File: src/rtl/i232c_rx.sv
// RS-232C receiver: 8N1 framing, two-flop input synchronizer, mid-bit sampling.
// Emits a one-cycle changed pulse with the new byte, or frame_err on a bad stop bit.
module i232c_rx #(
  parameter logic [15:0] WTIME = 16'd620
) (
  input  logic       clk,
  input  logic       xrst,
  input  logic       enable,
  input  logic       rx,
  output logic [7:0] data,
  output logic       changed,
  output logic       frame_err
);

  typedef enum logic [2:0] {
    S_IDLE,
    S_START,
    S_DATA,
    S_STOP,
    S_WAIT_HIGH
  } state_t;

  localparam logic [15:0] HALF_M1  = (WTIME >> 1) - 16'd1;
  localparam logic [15:0] WTIME_M1 = WTIME - 16'd1;

  state_t      r_state;
  logic        r_sync1;
  logic        r_sync2;
  logic        r_rx_d;
  logic [15:0] r_cnt;
  logic [2:0]  r_bit;
  logic [7:0]  r_shift;
  logic [7:0]  r_data;
  logic        r_changed;
  logic        r_frame_err;

  logic        w_rx_s;
  logic        w_fall;

  assign w_rx_s = r_sync2;
  // r_rx_d tracks rx_s in every state, so a fall right as IDLE is re-entered is still seen.
  assign w_fall = r_rx_d & ~w_rx_s;

  assign data      = r_data;
  assign changed   = r_changed;
  assign frame_err = r_frame_err;

  always_ff @(posedge clk or negedge xrst) begin
    if (!xrst) begin
      r_state     <= S_IDLE;
      r_sync1     <= 1'b1;
      r_sync2     <= 1'b1;
      r_rx_d      <= 1'b1;
      r_cnt       <= '0;
      r_bit       <= '0;
      r_shift     <= '0;
      r_data      <= '0;
      r_changed   <= 1'b0;
      r_frame_err <= 1'b0;
    end else begin
      r_sync1     <= rx;
      r_sync2     <= r_sync1;
      r_rx_d      <= r_sync2;
      r_changed   <= 1'b0;
      r_frame_err <= 1'b0;

      if (!enable && (r_state != S_IDLE)) begin
        r_state <= S_IDLE;
        r_cnt   <= '0;
        r_bit   <= '0;
      end else begin
        case (r_state)
          S_IDLE: begin
            if (enable && w_fall) begin
              r_state <= S_START;
              r_cnt   <= '0;
            end
          end

          S_START: begin
            if (r_cnt == HALF_M1) begin
              r_cnt <= '0;
              r_bit <= '0;
              r_state <= w_rx_s ? S_IDLE : S_DATA;
            end else begin
              r_cnt <= r_cnt + 16'd1;
            end
          end

          S_DATA: begin
            if (r_cnt == WTIME_M1) begin
              r_cnt   <= '0;
              r_shift <= {w_rx_s, r_shift[7:1]};
              if (r_bit == 3'd7) begin
                r_bit   <= '0;
                r_state <= S_STOP;
              end else begin
                r_bit <= r_bit + 3'd1;
              end
            end else begin
              r_cnt <= r_cnt + 16'd1;
            end
          end

          S_STOP: begin
            if (r_cnt == WTIME_M1) begin
              r_cnt <= '0;
              if (w_rx_s) begin
                r_data    <= r_shift;
                r_changed <= 1'b1;
                r_state   <= S_IDLE;
              end else begin
                r_frame_err <= 1'b1;
                r_state     <= S_WAIT_HIGH;
              end
            end else begin
              r_cnt <= r_cnt + 16'd1;
            end
          end

          S_WAIT_HIGH: begin
            if (w_rx_s) r_state <= S_IDLE;
          end

          default: begin
            r_state <= S_IDLE;
            r_cnt   <= '0;
            r_bit   <= '0;
          end
        endcase
      end
    end
  end

endmodule

File: config.mk
export PLATFORM = sky130hd
export DESIGN_NAME = i232c_rx
export DESIGN_NICKNAME = d
export VERILOG_FILES = /design/src/rtl/i232c_rx.sv
export SDC_FILE = /design/constraint.sdc
export NUM_CORES = 1
export LEC_CHECK = 0
export BUFFER_PORTS_ARGS = -buffer_cell sky130_fd_sc_hd__buf_2
export CAP_MARGIN = 25
export CORE_ASPECT_RATIO = 1.1
export CORE_MARGIN = 5
export CORE_UTILIZATION = 45
export CTS_CLUSTER_SIZE = 25
export DETAILED_ROUTE_END_ITERATION = 12
export PLACE_DENSITY = 0.63
export SYNTH_ARGS = -nofsm -noshare
export SYNTH_HDL_FRONTEND = slang
export SYNTH_SLANG_ARGS = --single-unit
File: constraint.sdc
create_clock -name clk -period 5 [get_ports clk]
set_clock_uncertainty 0.15 [all_clocks]
set_input_delay 0 -clock clk [delete_from_list [all_inputs] [get_ports clk]]
set_output_delay 0 -clock clk [all_outputs]
set_load 0.05 [all_outputs]
==> results.txt <==
First-pass GRT wire length: 7580 um
Final WL: 4220 um
WP data required: 5030 ps
Die X: 76.3 um
Number of global-route vias before repair: 1657
Top cells by area, synth: dfrtp_1 (46%), mux2_2 (8.3%), dfstp_2 (3.6%), nand3_1 (2.8%), ha_1 (2.3%)
Area after DPL: 2280 um2
CTS HTree Levels: 2
CTS Sinks: 43
DR WL/cell: 15.8 um
Initial core utilization: 46.5%
Capture point of the worst reg-to-reg path: r_cnt[6]$_DFFE_PN0P_
Reg2reg setup slack: 2750 ps
Reg-to-Reg Start: r_cnt[11]$_DFFE_PN0P_
Crit path max fanout: 17
CP Launch Type: register
TritonRoute pass-1 iters: 4
DRT iter0 DRCs: 59
Yosys top cell by area: dfrtp_1
Worst r2r path cells: 5
Post-CTS Hold Fix Bufs: 3
Final worst slack: 2750 ps
Gr usage total: 14.1%
Crit-path cells: nor4_4 > nand4_1 > a2bb2oi_4 > o21ai_0 > a22o_1
Largest net degree at the start of global routing: 44
Die H: 83.0 um
Post-synth ARST share: 100%
Post-synth top area share: 46.0%
Unrepaired setup endpoints after global routing: false
Final Cycle Share: 45.0%
GPL Wtd Cong: 0.770
Overflow after GRT: 0
EDFF count, synth: 0
Vias: 1565
Synth Flop Type: dfrtp_1
F_max: 0.445 GHz
Peak VDD IR: 0.000189 V
Nets@finish: 219
Routed Antenna Nets: 0
Crit Path Category: reg2reg
Final setup viols: 0
Share of cells above drive strength 1: 29.7%
Setup TNS: 0 ps
Hold Vio Cnt, Final: 0
Cell Pwr Density: 345 nW/um2
LEAKAGE: 1.14 nW
Clock slew at reported path FFs: 90 ps
PostCTS Resize Cnt: 0
Critical-path top delay cell: dfrtp_1
Clock Path Buffers: 2
Die footprint: 6330 um2
Place WS: 2770 ps
Synthesized area: 2180 um2
Syn_nets: 200
Initial antenna violation count: 0
Yosys warns: 0
Crit-path max cell delay: 450 ps
Sequential share of the synthesized area: 49.6%
Diodes inserted: 0
Synthesized area per cell: 11.3 um2
Min Clock Period, post-route: 2250 ps
DR vias/cell: 5.84
Root Buffer: clkbuf_8
IO Pins: 14
# rows: 26
# port buffers: 13
Min-Delay Path Class: in2async
Yosys reg bits: 43
CP endpoint kind: register
P&R area growth vs syn: 12.1%
Synth unique cells: 53
WP data arrival: 2280 ps
Worst slew pin tran: 883 ps
CTS Buf Count: 5
Max Cap Violations: 0
Cell count after synthesis: 192
CORE AREA: 4680 um2
Count leader, synth: dfrtp_1
Top cells by count, synth: dfrtp_1 (40), mux2_2 (16), nand3_1 (12), nand2_1 (10), nor2_1 (10)
Fin. max-slew vios: 0
Slew headroom: 40.6%
DRC Markers: 0
Postcts setup bufs: 0
CTS tree: done
Clk_lat worst skew: 300 ps
HPWL after DPL: 2940 um
Status: complete, no violations
Final Cell Area: 2440 um2
==> critical path, delay by kind of cell (launching register included) <==
kind | cells | cell delay, ps
compound gates | 3 | 870
simple gates | 2 | 660
flops | 1 | 450
==> registers in the layout (all words and copies together), names as in the netlist <==
| signal | cells |
|---|---|
| r_bit | 3 |
| r_shift | 8 |
| r_state | 3 |
| r_rx_d | 1 |
| changed | 1 |
| frame_err | 1 |
| r_sync2 | 1 |
| r_sync1 | 1 |
| r_cnt | 16 |
| data | 8 |
==> power by group <==
part / total [mW] / switching, mW / internal (mW) / leakage, nW
Combinational: 0.166 / 0.102 / 0.0638 / 0.495
Sequential: 0.405 / 0.0355 / 0.369 / 0.586
Clock: 0.273 / 0.124 / 0.149 / 0.0581
==> kinds of logic (layout without fill, tap and decap cells) <==
family,after synthesis,count (layout),synth area share (%)
buf+inv,11,31,2.59
compound gates,35,35,12.3
simple gates,79,79,23.0
flops,43,43,49.6
mux,17,17,8.97
xor+xnor,3,3,1.21
fa+ha+maj,4,4,2.30
==> routing by layer <==
layer	GRT usage (%)	part of all wire [%]	wire length, um
met1	18.0	46	1920
met3	3.79	3.5	146
met4	5.25	2.1	89
met2	23.0	49	2060
met5	0	0	0
==> area by class of cell <==
type                    instances  area (um2)
inverters                       6        22.5
flip-flops and latches         43        1080
repair buffers                 17         115
well taps                      56        70.1
multi-input cells             138        1040
clock buffers                   5        68.8
clock inverters                 3        43.8
fillers                       418        2240
==> through the flow <==
stage	hold slack [ps]	power (mW)	std cells	utilization [%]
2_1_floorplan	-446	0.535	192	-
3_3_place_gp	-44.6	0.566	256	48.6
3_5_place_dp	-42.5	0.572	256	48.6
4_1_cts	189	0.848	267	51.7
5_1_grt	47.7	0.893	268	52.1
6_report	4.78	0.843	268	52.1
==> cell usage in the layout (no fill, tap or decap), types with 2 or more instances in the layout <==
cell type      Yosys  layout
dfrtp_1           40      40
mux2_2            16      16
buf_2              0      13
nand3_1           12      12
nand2_1           10      10
nor2_1            10      10
nand4_1            8       8
nor3_1             8       8
inv_1              6       6
o21ai_1            6       6
a21oi_1            6       6
clkbuf_8           0       5
nor4_1             4       4
ha_1               4       4
and3_1             3       3
nor2b_1            3       3
o21ai_0            3       3
a22o_1             3       3
a21o_1             3       3
dlygate4sd3_1      0       3
dfstp_2            3       3
and4b_2            2       2
or4_1              2       2
o22ai_1            2       2
xor2_1             2       2
or3_2              2       2
a21bo_2            2       2
==> worst max path at each step <==
stage | from | end | slack [ps] | cells past startpoint
2_1_floorplan | r_cnt[0]$_DFFE_PN0P_ | r_cnt[14]$_DFFE_PN0P_ | 2970 | 7
3_3_place_gp | r_cnt[0]$_DFFE_PN0P_ | r_cnt[6]$_DFFE_PN0P_ | 2840 | 6
3_5_place_dp | r_cnt[0]$_DFFE_PN0P_ | r_cnt[14]$_DFFE_PN0P_ | 2770 | 6
4_1_cts | r_cnt[0]$_DFFE_PN0P_ | r_cnt[14]$_DFFE_PN0P_ | 2770 | 6
5_1_grt | r_cnt[0]$_DFFE_PN0P_ | r_cnt[14]$_DFFE_PN0P_ | 2520 | 6
6_report | r_cnt[11]$_DFFE_PN0P_ | r_cnt[6]$_DFFE_PN0P_ | 2750 | 5
No activity file was read; power rests on OpenSTA's default activity.
